## src/rtl/alu_sequencer_pkg.sv

```systemverilog
// Shared definitions for the ALU sequencer.
//   op_mne        - 4-bit ALU operation mnemonics understood by the external ALU
//   seq_state_t   - sequencer FSM states (IDLE / EXEC / DONE)
//   FLAG_ONLY_MASK / is_flag_only
//                 - ops whose result only updates the flag; the accumulator holds
package alu_sequencer_pkg;

  typedef enum logic [3:0] {
    kPASS_A      = 4'h0,
    kPASS_B      = 4'h1,
    kADD         = 4'h2,
    kSUB         = 4'h3,
    kAND         = 4'h4,
    kOR          = 4'h5,
    kXOR         = 4'h6,
    kINC_A       = 4'h7,
    kDEC_A       = 4'h8,
    kSHIFT_LEFT  = 4'h9,
    kSHIFT_RIGHT = 4'hA,
    kA_IS_ZERO   = 4'hB,
    kPARALLEL    = 4'hC
  } op_mne;

  typedef enum logic [1:0] {
    IDLE = 2'd0,
    EXEC = 2'd1,
    DONE = 2'd2
  } seq_state_t;

  // One bit per op code; a set bit marks an op that writes carry_flag only.
  localparam logic [15:0] FLAG_ONLY_MASK = (16'd1 << kA_IS_ZERO) | (16'd1 << kPARALLEL);

  function automatic logic is_flag_only(input logic [3:0] op);
    return FLAG_ONLY_MASK[op];
  endfunction

endpackage

```

## src/rtl/alu_sequencer_if.sv

```systemverilog
// Instruction channel of the ALU sequencer.
//   instr_valid   - instruction offered (master -> slave)
//   instr_ready   - sequencer can accept (slave -> master)
//   instr_op      - ALU operation (op_mne encoding)
//   instr_operand - B operand used on every iteration
//   instr_repeat  - extra iterations (executes instr_repeat+1 times)
//   abort         - cancel the executing instruction
interface alu_sequencer_if;
  logic       instr_valid;
  logic       instr_ready;
  logic [3:0] instr_op;
  logic [7:0] instr_operand;
  logic [3:0] instr_repeat;
  logic       abort;

  modport master (
    output instr_valid, instr_op, instr_operand, instr_repeat, abort,
    input  instr_ready
  );

  modport slave (
    input  instr_valid, instr_op, instr_operand, instr_repeat, abort,
    output instr_ready
  );
endinterface

```

## src/rtl/alu_sequencer.sv

```systemverilog
// ALU sequencer: accepts one instruction at a time and drives an external
// combinational ALU for instr_repeat+1 cycles, folding each result back into
// the accumulator.
//   clk, reset_n            - clock, asynchronous active-low reset
//   instr (slave)           - instruction channel with abort
//   alu_op/alu_a/alu_b      - controls and operands to the external ALU
//   alu_out/alu_carry       - ALU results (combinational from alu_op/a/b)
//   acc, carry_flag         - accumulator and registered flag
//   busy                    - high in EXEC and DONE
//   done                    - one-cycle pulse when an instruction completes
module alu_sequencer
  import alu_sequencer_pkg::*;
(
  input  logic              clk,
  input  logic              reset_n,
  alu_sequencer_if.slave    instr,
  output logic [3:0]        alu_op,
  output logic [7:0]        alu_a,
  output logic [7:0]        alu_b,
  input  logic [7:0]        alu_out,
  input  logic              alu_carry,
  output logic [7:0]        acc,
  output logic              carry_flag,
  output logic              busy,
  output logic              done
);

  localparam logic [1:0] S_IDLE = IDLE;
  localparam logic [1:0] S_EXEC = EXEC;
  localparam logic [1:0] S_DONE = DONE;

  logic [1:0] state_reg,   state_next;
  logic [3:0] op_reg,      op_next;
  logic [7:0] operand_reg, operand_next;
  logic [3:0] count_reg,   count_next;
  logic [7:0] acc_reg,     acc_next;
  logic       carry_reg,   carry_next;

  logic in_exec;
  assign in_exec = (state_reg == S_EXEC);

  always_comb begin
    state_next   = state_reg;
    op_next      = op_reg;
    operand_next = operand_reg;
    count_next   = count_reg;
    acc_next     = acc_reg;
    carry_next   = carry_reg;
    case (state_reg)
      S_IDLE: begin
        // abort is not looked at here: an instruction offered alongside it is taken.
        if (instr.instr_valid) begin
          op_next      = instr.instr_op;
          operand_next = instr.instr_operand;
          count_next   = instr.instr_repeat;
          state_next   = S_EXEC;
        end
      end
      S_EXEC: begin
        // The capture happens even on the aborting cycle.
        carry_next = alu_carry;
        if (!is_flag_only(op_reg)) begin
          acc_next = alu_out;
        end
        if (instr.abort) begin
          state_next = S_IDLE;
        end else if (count_reg != 4'd0) begin
          count_next = count_reg - 4'd1;
        end else begin
          state_next = S_DONE;
        end
      end
      S_DONE: begin
        state_next = S_IDLE;
      end
      default: begin
        state_next = S_IDLE;
      end
    endcase
  end

  always_ff @(posedge clk or negedge reset_n) begin
    if (!reset_n) begin
      state_reg   <= S_IDLE;
      op_reg      <= kPASS_A;
      operand_reg <= 8'd0;
      count_reg   <= 4'd0;
      acc_reg     <= 8'd0;
      carry_reg   <= 1'b0;
    end else begin
      state_reg   <= state_next;
      op_reg      <= op_next;
      operand_reg <= operand_next;
      count_reg   <= count_next;
      acc_reg     <= acc_next;
      carry_reg   <= carry_next;
    end
  end

  // Outside EXEC the ALU is parked on PASS_A with a zero B operand.
  assign alu_op = in_exec ? op_reg : kPASS_A;
  assign alu_a  = acc_reg;
  assign alu_b  = in_exec ? operand_reg : 8'd0;

  assign acc               = acc_reg;
  assign carry_flag        = carry_reg;
  assign instr.instr_ready = (state_reg == S_IDLE);
  assign busy              = (state_reg == S_EXEC) || (state_reg == S_DONE);
  assign done              = (state_reg == S_DONE);

endmodule

```

## src/flat_wrapper.sv

```systemverilog
// flat-port wrapper written by rule: the top's interface ports become plain ports
module alu_sequencer_flat import alu_sequencer_pkg::*;
  (clk, reset_n, alu_op, alu_a, alu_b, alu_out, alu_carry, acc, carry_flag, busy, done, instr_instr_valid, instr_instr_op, instr_instr_operand, instr_instr_repeat, instr_abort, instr_instr_ready);
  alu_sequencer_if instr_i ();
  input  logic clk;
  input  logic reset_n;
  output logic [3:0] alu_op;
  output logic [7:0] alu_a;
  output logic [7:0] alu_b;
  input  logic [7:0] alu_out;
  input  logic alu_carry;
  output logic [7:0] acc;
  output logic carry_flag;
  output logic busy;
  output logic done;
  input wire logic [$bits(instr_i.instr_valid)-1:0] instr_instr_valid;
  input wire logic [$bits(instr_i.instr_op)-1:0] instr_instr_op;
  input wire logic [$bits(instr_i.instr_operand)-1:0] instr_instr_operand;
  input wire logic [$bits(instr_i.instr_repeat)-1:0] instr_instr_repeat;
  input wire logic [$bits(instr_i.abort)-1:0] instr_abort;
  output wire logic [$bits(instr_i.instr_ready)-1:0] instr_instr_ready;
  assign instr_i.instr_valid = instr_instr_valid;
  assign instr_i.instr_op = instr_instr_op;
  assign instr_i.instr_operand = instr_instr_operand;
  assign instr_i.instr_repeat = instr_instr_repeat;
  assign instr_i.abort = instr_abort;
  assign instr_instr_ready = instr_i.instr_ready;
  alu_sequencer u_core (.clk(clk), .reset_n(reset_n), .instr(instr_i), .alu_op(alu_op), .alu_a(alu_a), .alu_b(alu_b), .alu_out(alu_out), .alu_carry(alu_carry), .acc(acc), .carry_flag(carry_flag), .busy(busy), .done(done));
endmodule
```

## config.mk

```make
export PLATFORM = sky130hd
export DESIGN_NAME = alu_sequencer_flat
export DESIGN_NICKNAME = d
export VERILOG_FILES = /design/src/rtl/alu_sequencer_pkg.sv /design/src/rtl/alu_sequencer_if.sv /design/src/rtl/alu_sequencer.sv /design/src/flat_wrapper.sv
export SDC_FILE = /design/constraint.sdc
export NUM_CORES = 1
export LEC_CHECK = 0
export CORE_ASPECT_RATIO = 0.5
export CORE_MARGIN = 2
export CORE_UTILIZATION = 45
export CTS_BUF_LIST = sky130_fd_sc_hd__clkbuf_16
export CTS_CLUSTER_SIZE = 25
export DETAILED_ROUTE_END_ITERATION = 10
export PLACE_DENSITY = 0.82
export SLEW_MARGIN = 20
export SYNTH_ARGS = -nofsm -noshare
export SYNTH_HDL_FRONTEND = slang
export SYNTH_SLANG_ARGS = --single-unit
```

## constraint.sdc

```tcl
create_clock -name clk -period 4.2 [get_ports clk]
set_clock_uncertainty 0.2 [all_clocks]
set_input_delay 0.42 -clock clk [delete_from_list [all_inputs] [get_ports clk]]
set_output_delay 0.42 -clock clk [all_outputs]
set_load 0.005 [all_outputs]
```

# Word level (Yosys, flattened, before mapping)
# Memories as Yosys holds them, arrays and structs flattened.
# Cells that the tools add are included.
op_classes:
  muxes: 11
  addsub: 1
  n_bitwise: 1
  magnitude_cmp: 1
  eq_ne: 6
  n_reduce_logical: 8
ops:
  columns: ["operator", "n"]
  rows:
  - ["$mux W4", 4]
  - ["$mux W8", 1]
  - ["$pmux W4 S2", 1]
  - ["$mux W2", 3]
  - ["$ne A2 B2 Y1 const B", 3]
  - ["$reduce_and A2 Y1", 3]
  - ["$lt A4 B5 Y1 const B", 1]
  - ["$pmux W2 S2", 1]
  - ["$reduce_and A4 Y1", 1]
  - ["$reduce_bool A4 Y1", 1]
  - ["$sub A4 B1 Y4 const B", 1]
  - ["$ne A3 B3 Y1 const B", 1]
  - ["$eq A2 B1 Y1 const B", 1]
  - ["$eq A2 B2 Y1 const B", 1]
  - ["$logic_not A2 Y1", 1]
  - ["$reduce_bool A2 Y1", 1]
  - ["$logic_or A1 B1 Y1", 1]
  - ["$mux W1", 1]
  - ["$not A1 Y1", 1]
totals:
  mem_bits_ro: 16
  memories: 1
  elab_cells: 35
  register_bits: 27
  out_inout_bits: 32
  inputBits: 29
mem_list:
  columns: ["memory", "words", "width", "rd", "rd_ports_with_merged_regs", "write_ports", "line", "source"]
  rows:
  - ["(name not given)", 16, 1, 1, 0, 0, "alu_sequencer_pkg.sv:34", "return FLAG_ONLY_MASK[op];"]

# Depth between registers and ports, before layout
# Gate-level depths: netlist (run 1).
depth:
  ltp_word: 4
  depth_mapped: 6
  depth_no_buf: 6

# Worst setup path before layout (run 1)
# No wires, ideal clock.
synth_path:
  kind: "register to output"
  from: "register u_core.state_reg[1]"
  to: "output alu_op[2]"
  slack_ns: 2.457
  path_buffers: 1
  t_arrival_ns: 1.123
  path_stages_with_launch: 5
  t_required_ns: 3.580
  path_cell_list: "dfrtp_1 > inv_1 > ha_1 > clkbuf_1 > and2_2"
synth_between:
  elab_chain_len: 2
synth_rtl:
  columns: ["item", "line", "source"]
  rows:
  - ["start: declaration", "alu_sequencer.sv:32", "logic [1:0] state_reg, state_next;"]
  - ["start signal: assignment", "alu_sequencer.sv:91", "state_reg <= state_next;"]
  - ["$eq A2 B1 Y1", "alu_sequencer.sv:40", "assign in_exec = (state_reg == S_EXEC);"]
  - ["$mux W4", "alu_sequencer.sv:101", "assign alu_op = in_exec ? op_reg : kPASS_A;"]
  - ["end: declaration", "flat_wrapper.sv:7", "output logic [3:0] alu_op;"]
# No other way between the ends.

# Final worst setup path (run 1)
layout_path:
  from: "register u_core.state_reg[1]"
  to: "output alu_b[4]"
layout_between:
  elab_chain_len: 2
layout_rtl:
  columns: ["item", "line", "source"]
  rows:
  - ["$eq A2 B1 Y1", "alu_sequencer.sv:40", null]
  - ["$mux W8", "alu_sequencer.sv:103", "assign alu_b = in_exec ? operand_reg : 8'd0;"]
  - ["end: declaration", "flat_wrapper.sv:9", "output logic [7:0] alu_b;"]
# No other way between the ends.

==> results.toml, run 1 <==
[clock_network]
cts_buffers = 3
insertion_delay_ns = 0.26
htreeDepth = 1
clock_sinks = 27
cts-root-buf = "clkbuf_16"
post-cts-setup-buffers = 0
path_clk_slew_ns = 0.06
cts_buffer_depth = 2
cts_resized = 0
cts_tree = "built"

[floorplan]
row_count = 14
die_h_um = 43.5
die-area_um2 = 3600
io_pins = 61
start_util = 0.471
fp.dieW_um = 82.9
core_um2 = 2980

[cells_and_area]
fillers = 220
n_antenna_cell = 0
area_growth_pct = 48.0
fin_nets = 206
final_cell_area_um2 = 2070
drive_gt1_frac = 0.181
final_cell_mix = "clkdlybuf4s50_1 (59), dfrtp_1 (27), mux2_2 (13)"
final_util = 0.697
final_common_cell = "clkdlybuf4s50_1"

[timing]
fmax_mhz = 383
tightest_slew_ns = 0.616
maxSlewViolCount = 0
fin_ws_ns = 1.59
slew_headroom = 0.589
setup_viol = 0
rsz0062_at_grt = "no"
period_needed_ns = 2.61
period_share = 0.622
hold_viol_final = 0
finalSetupTns_ns = 0

[worst_setup_path]
arrival_ns = 1.99
worstSetupEndpoint = "alu_b[4]"
cp.depth = 4
crit_family = "buffers and inverters"
crit_start = "u_core.state_reg[1]"
max_stage_delay_ns = 0.52
worstPathCellList = "inv_1, ha_1, and2_1, clkdlybuf4s50_1"
cp.required_ns = 3.58
path_buf_inv = 2
r2r_setup_slack_ns = 2.06
endpoint_kind = "primary output"
start_kind = "flop"
r2r-end = "u_core.count_reg[0]"
regToRegStartpoint = "u_core.state_reg[0]"
worstPathMaxFanout = 16
r2r_cells = 6
critPathKind = "reg -> out"
crit_path_top_delay_cell = "clkdlybuf4s50_1"

[drt]
top_layer_used = "met4"
vias_per_cell = 4.87
routedWlPerCell_um = 13.7
wl_met1_um = 1290
wl_met3_um = 117
wl_um = 2890
drc_errors = 0
vias = 1028
first_pass_iters = 4
routed-wl-met2_um = 1460
drtAntennaViolNets = 0
drtIter0Drc = 64

[yosys]
ys_seq_elements = 27
syn_nets = 149
synth_area_per_cell_um2 = 12.2
synth_cells = 115
ys_seq_area_frac = 0.482
yosysWarnings = 0
ys_types = 28
syn_area_um2 = 1400

[placed_design]
gp_congestion = 0.757
pre_cts_slack_ns = 1.81
postPlaceCellArea_um2 = 1990
numPortBuffers = 60
place_hpwl_um = 2230

[job]
cap_violations = 0

[grt]
grt_pass1_wl_um = 4600
grt_start_max_net_pins = 26
antenna_found_initial = 0
grt_pass1_vias = 982
grtUsageTotal = 0.165
gr-total-overflow = 0

[power]
p_per_area_nw_per_um2 = 748
leakage_nw = 0.895
ir_drop_mv = 0.363

[outcome]
outcome = "finished clean"

[hold_path]
hp-class = "reg -> reg"
## Yosys cell counts (all sizes together)
cell type,n,area (µm²)
a21oi,6,30.0
buf,9,65.1
mux2i,1,10.0
o221ai,1,8.76
and2,12,76.3
a22oi,2,28.8
nor3b,3,27.5
nor2,3,11.3
nand2,7,33.8
o2bb2ai,1,8.76
dfrtp,27,676
and3b,1,8.76
ha,5,62.6
o22ai,1,6.26
nor4,1,6.26
nand2b,4,25.0
o31a,1,8.76
o21ai,3,18.8
mux2,21,267
clkbuf,1,3.75
inv,5,18.8
## worst min-delay path by stage
stage | startpoint | slack, ns | endpoint | depth (start not counted)
global placement | u_core.operand_reg[2] | 0.28 | u_core.operand_reg[2] | 1
global route | u_core.operand_reg[2] | 0.31 | u_core.operand_reg[2] | 1
CTS | u_core.operand_reg[0] | 0.30 | u_core.operand_reg[0] | 1
detailed placement | u_core.operand_reg[2] | 0.29 | u_core.operand_reg[2] | 1
finish | u_core.operand_reg[2] | 0.30 | u_core.operand_reg[2] | 1
floorplan | reset_n | -0.08 | u_core.acc[0] | 0
## metrics by stage
stage	total power, mW	hold WS [ns]	instances
3_5_place_dp	1.36	0.287	206
3_3_place_gp	1.33	0.279	206
4_1_cts	1.57	0.300	210
6_report	1.55	0.297	211
5_1_grt	1.67	0.309	211
2_1_floorplan	0.987	-0.0756	115
## cells by family after synthesis
logic type / count (synthesis) / share of synthesized area
flip-flops: 27 / 0.482
AO/OA/AOI/OAI: 15 / 0.0786
buffers and inverters: 15 / 0.0625
AND/OR/NAND/NOR: 31 / 0.135
multiplexers: 22 / 0.197
adder cells (fa/ha/maj): 5 / 0.0446
## final cells by class
class                      instances  area (µm²)  area share
clock buffer                       3        75.1      0.0362
multi-input combinational         73         638       0.308
inverter                           5        18.8     0.00905
tap                               40        50.0      0.0241
timing repair buffer              62         613       0.296
clock inverter                     1        3.75     0.00181
sequential                        27         676       0.326
## power breakdown
group	switching, mW	internal (mW)	total (mW)
registers	0.0930	0.394	0.487
clock network	0.0793	0.127	0.206
logic	0.313	0.546	0.859
total	0.486	1.07	1.55
## timing repair
| item | 4_1_cts | 5_1_grt |
|---|---|---|
| hold buffers | 0 | 1 |
| endpoints found under the hold margin | 0 | 24 |
| setup endpoints to repair | 0 | 0 |
## worst register-to-register path, cell delays in order, from the launching register on
cell and delay (ns):
dfrtp_1 0.40, inv_1 0.11, ha_1 0.24, nand2_1 0.40, a22oi_4 0.34, nand2_1 0.16
a22oi_1 0.21
## routing by layer
layer  vias up  GRT usage
li1        503          -
met3         4     0.0476
met1       498      0.210
met5         -          0
met2        23      0.289
met4         0     0.0361
Note: power is estimated with default switching activity, not from simulation.
==> run 2, diff against run 1 <==
CORE_UTILIZATION = 42   (was 45)
PLACE_DENSITY = 0.77   (was 0.82)
clock period = 2.5 ns   (was 4.2 ns; I/O delays follow)
==> run 2 against run 1 <==
  * Global-route usage up 0.30 points
  * Critical path depth did not move
  * Sequential power up 70%
  * Power rose by 70%
  * Sequential share of layout area shrank 0.078 points
  * Register-to-register slack lost 1.4 ns
  * Combinational power grew 69%
  * Highest routed layer unchanged
  * Largest power group unchanged
  * Sequential cell count did not move
==> results.toml, run 2 (synthesis results as in run 1) <==
[placed_design]
numPortBuffers = 60
place_hpwl_um = 2230
pre_cts_slack_ns = 0.321
gp_congestion = 0.815

[power]
p_per_area_nw_per_um2 = 1270
p_sw_mw = 0.831
pwr-share-clk = 0.135
ir_drop_mv = 0.605
internal_power_mw = 1.80
leakage_nw = 0.894
seqPwrFrac = 0.314
switching_share = 0.316
comb_power_share = 0.551

[floorplan]
die_h_um = 44.8
io_pins = 61
start_util = 0.455
fp.dieW_um = 85.7
core_um2 = 3080
die-area_um2 = 3840
row_count = 14

[clock_network]
cts_tree = "built"
path_clk_slew_ns = 0.06
cts_buffer_depth = 2
insertion_delay_ns = 0.26
post-cts-setup-buffers = 0
cts_buffers = 3
cts-root-buf = "clkbuf_16"
htreeDepth = 1
clock_sinks = 27

[grt]
grt_pass1_wl_um = 4820
gr-total-overflow = 0
grtUsageTotal = 0.168
antenna_found_initial = 0
grt_start_max_net_pins = 28
grt_pass1_vias = 1076

[cells_and_area]
final_common_cell = "clkdlybuf4s50_1"
area_growth_pct = 48.4
fillers = 260
fin_nets = 206
n_antenna_cell = 0
drive_gt1_frac = 0.187
multiInputGateArea_um2 = 641
regArea_um2 = 676
final_cell_mix = "clkdlybuf4s50_1 (60), dfrtp_1 (27), mux2_2 (13)"

[worst_setup_path]
endpoint_kind = "primary output"
regToRegStartpoint = "u_core.state_reg[1]"
worstPathMaxFanout = 16
cp.required_ns = 2.05
r2r_setup_slack_ns = 0.67
arrival_ns = 1.82
r2r-end = "u_core.count_reg[0]"
critPathKind = "reg -> out"
r2r_cells = 6
start_kind = "flop"

[timing]
slew_headroom = 0.757
maxSlewViolCount = 0
hold_viol_final = 0
rsz0062_at_grt = "no"
period_share = 0.909
fin_ws_ns = 0.228
fmax_mhz = 440
setup_viol = 0
tightest_slew_ns = 0.363
finalSetupTns_ns = 0
period_needed_ns = 2.27

[drt]
vias_per_cell = 4.82
wl_um = 2970
first_pass_iters = 3
drc_errors = 0
drtAntennaViolNets = 0
drtIter0Drc = 26
routedWlPerCell_um = 14.1
vias = 1017

[hold_path]
hp-class = "in -> async"

[outcome]
outcome = "finished clean"

[job]
cap_violations = 0
run 2: cell types whose count changed in the layout (fill, tap and decap cells not counted):
cell / before / now
buf_2: 1 / 0
buf_4: 1 / 2
clkdlybuf4s50_1: 59 / 60
dlygate4sd3_1: 1 / 0
ha_1: 5 / 4
ha_2: 0 / 1
run 2: per-stage QoR:
stage                util  hold WS [ns]  instance area [µm²]  total power, mW  std cells
global placement    0.648         0.280                 2000             2.24        207
global route        0.675         0.191                 2080             2.83        211
floorplan               -        -0.246                 1400             1.66        115
finish              0.675         0.156                 2080             2.63        211
CTS                 0.674         0.171                 2080             2.66        211
detailed placement  0.648         0.289                 2000             2.29        207
run 2: area by class of cell:
cell class | count | area share
Inverter | 5 | 0.00903
Timing Repair Buffer | 62 | 0.296
Clock buffer | 3 | 0.0361
Clock inverter | 1 | 0.00181
Sequential cell | 27 | 0.325
Tap cell | 40 | 0.0241
Multi-Input combinational cell | 73 | 0.308
run 2: routing by layer:
metal	routed length [µm]	GRT usage
met1	1320	0.192
met2	1530	0.314
met3	103	0.0457
met4	15	0.0571
met5	0	0
run 2: how the worst max path moves through the flow:
| stage | from | end | slack (ns) | cells after the start |
|---|---|---|---|---|
| 2_1_floorplan | u_core.state_reg[0] | u_core.op_reg[0] | 0.77 | 5 |
| 3_3_place_gp | u_core.state_reg[1] | alu_op[2] | 0.34 | 4 |
| 3_5_place_dp | u_core.state_reg[1] | alu_op[2] | 0.32 | 4 |
| 4_1_cts | u_core.state_reg[1] | alu_op[2] | 0.03 | 4 |
| 5_1_grt | u_core.state_reg[1] | alu_op[2] | 0.14 | 4 |
| 6_report | u_core.state_reg[1] | alu_op[2] | 0.23 | 4 |
run 2: power groups by stage:
| stage | combinational, mW | clock, mW | sequential [mW] |
|---|---|---|---|
| final | 1.45 | 0.355 | 0.827 |
| after global routing | 1.58 | 0.391 | 0.863 |
| after CTS | 1.47 | 0.366 | 0.826 |
| after detailed placement | 1.46 | 0 | 0.828 |
| after global placement | 1.43 | 0 | 0.818 |
| after floorplan | 0.861 | 0 | 0.797 |
run 2: critical path, cell delays in order (launching register included):
cell and delay (ns):
dfrtp_1 0.39, inv_1 0.10, ha_2 0.37, and2_2 0.21, clkdlybuf4s50_1 0.49
run 2: what timing repair did:
item | in CTS | in global routing
gates resized for setup | 0 | 1
hold buffers | 0 | 0
endpoints found under the setup margin | 0 | 12
==> run 3, diff against run 2 <==
CORE_MARGIN = 8   (was 2)
==> run 3 against run 2 <==
  * Clock-buffer cell count stayed put
  * Clock power is 3% higher
  * Sequential cell count stayed put
  * Critical path depth stayed put
  * Largest power group unchanged
==> results.toml, run 3 (synthesis results as in run 1) <==
[outcome]
outcome = "finished clean"

[worst_setup_path]
max_stage_delay_ns = 0.50
arrival_ns = 1.85
cp.required_ns = 2.05
worstPathMaxFanout = 16
worstPathCellList = "inv_1, ha_2, and2_2, clkdlybuf4s50_1"
endpoint_kind = "primary output"
start_kind = "flop"
critPathKind = "reg -> out"
crit_family = "buffers and inverters"
crit_path_top_delay_cell = "clkdlybuf4s50_1"
path_buf_inv = 2

[drt]
wl_um = 3470
drc_errors = 0
drtIter0Drc = 28
vias = 1041
routedWlPerCell_um = 16.4
first_pass_iters = 4
vias_per_cell = 4.93
drtAntennaViolNets = 0

[grt]
grt_pass1_vias = 1194
grt_start_max_net_pins = 28
grtUsageTotal = 0.133
grt_pass1_wl_um = 6020
antenna_found_initial = 0
gr-total-overflow = 0

[timing]
slew_headroom = 0.752
period_needed_ns = 2.30
maxSlewViolCount = 0
period_share = 0.922
hold_viol_final = 0
rsz0062_at_grt = "no"
finalSetupTns_ns = 0
setup_viol = 0
fmax_mhz = 434
tightest_slew_ns = 0.370

[placed_design]
placed_cells = 207
place_hpwl_um = 2650
numPortBuffers = 60
postPlaceCellArea_um2 = 2000
gp_congestion = 0.786

[cells_and_area]
final_cell_area_um2 = 2080
final_cell_mix = "clkdlybuf4s50_1 (60), dfrtp_1 (27), mux2_2 (13)"
n_antenna_cell = 0
drive_gt1_frac = 0.193
fillers = 230
area_growth_pct = 48.5
final_common_cell = "clkdlybuf4s50_1"
fin_nets = 206
layout.cells.non_filler = 211

[clock_network]
insertion_delay_ns = 0.26
cts-root-buf = "clkbuf_16"
cts_tree = "built"
cts_buffer_depth = 2
path_clk_slew_ns = 0.07
cts_buffers = 3
htreeDepth = 1
clock_sinks = 27

[floorplan]
die-area_um2 = 5550
row_count = 14
io_pins = 61
die_h_um = 56.8
fp.dieW_um = 97.7
start_util = 0.455
core_um2 = 3080

[hold_path]
hp-class = "in -> async"

[power]
internal_power_mw = 1.80
switching_share = 0.323
comb_power_share = 0.552
ir_drop_mv = 0.562
seqPwrFrac = 0.311
leakage_nw = 0.892
pwr-share-clk = 0.136
p_sw_mw = 0.862
p_per_area_nw_per_um2 = 1280

[job]
cap_violations = 0
-- run 3: changes by cell type in the layout (fill, tap and decap cells not counted), sizes merged --
cell    previous run  this run
clkinv             0         1
inv                6         5
-- run 3: repair_timing --
action                     4_1_cts  5_1_grt
hold buffers                     0        0
setup endpoints to repair        1        0
buffers inserted                 0        0
resized for setup                1        0
-- run 3: final timing paths --
kind	to	slack (ns)	start	cells after the start
max in group asynchronous	u_core.count_reg[2]	1.69	reset_n	2
hold / removal	u_core.operand_reg[3]	0.16	reset_n	2
min in group clk	u_core.operand_reg[0]	0.30	u_core.operand_reg[0]	1
setup reg to reg	u_core.count_reg[0]	0.64	u_core.state_reg[1]	6
setup / recovery	alu_op[2]	0.20	u_core.state_reg[1]	4
hold reg to reg	u_core.operand_reg[0]	0.30	u_core.operand_reg[0]	1
-- run 3: power by group through the flow --
stage	Sequential, mW	Combinational, mW	Clock (mW)
2_1_floorplan	0.797	0.861	0
3_3_place_gp	0.817	1.45	0
3_5_place_dp	0.832	1.48	0
4_1_cts	0.832	1.50	0.375
5_1_grt	0.869	1.60	0.395
6_report	0.830	1.47	0.364
-- run 3: routing by layer --
layer	GRT usage	vias up	wire length (µm)
met5	0	-	0
met4	0.0470	0	44
met3	0.0317	5	106
met2	0.251	20	1900
met1	0.142	519	1410
li1	-	497	-
-- run 3: cell type report --
type                       count  area [µm²]  share of cell area
inverter                       5        18.8             0.00902
clock buffer                   3        75.1              0.0361
clock inverter                 1        5.00             0.00241
sequential                    27         676               0.325
timing repair buffer          62         616               0.296
tap                           40        50.0              0.0241
multi-input combinational     73         641               0.308
-- run 3: per-stage QoR --
step           hold WS (ns)  power (mW)  worst slack (ns)   util
2_1_floorplan        -0.246        1.66             0.771      -
3_3_place_gp          0.281        2.27             0.340  0.648
3_5_place_dp          0.285        2.31             0.293  0.648
4_1_cts               0.169        2.70             0.181  0.675
5_1_grt               0.202        2.86            0.0686  0.675
6_report              0.157        2.67             0.196  0.675
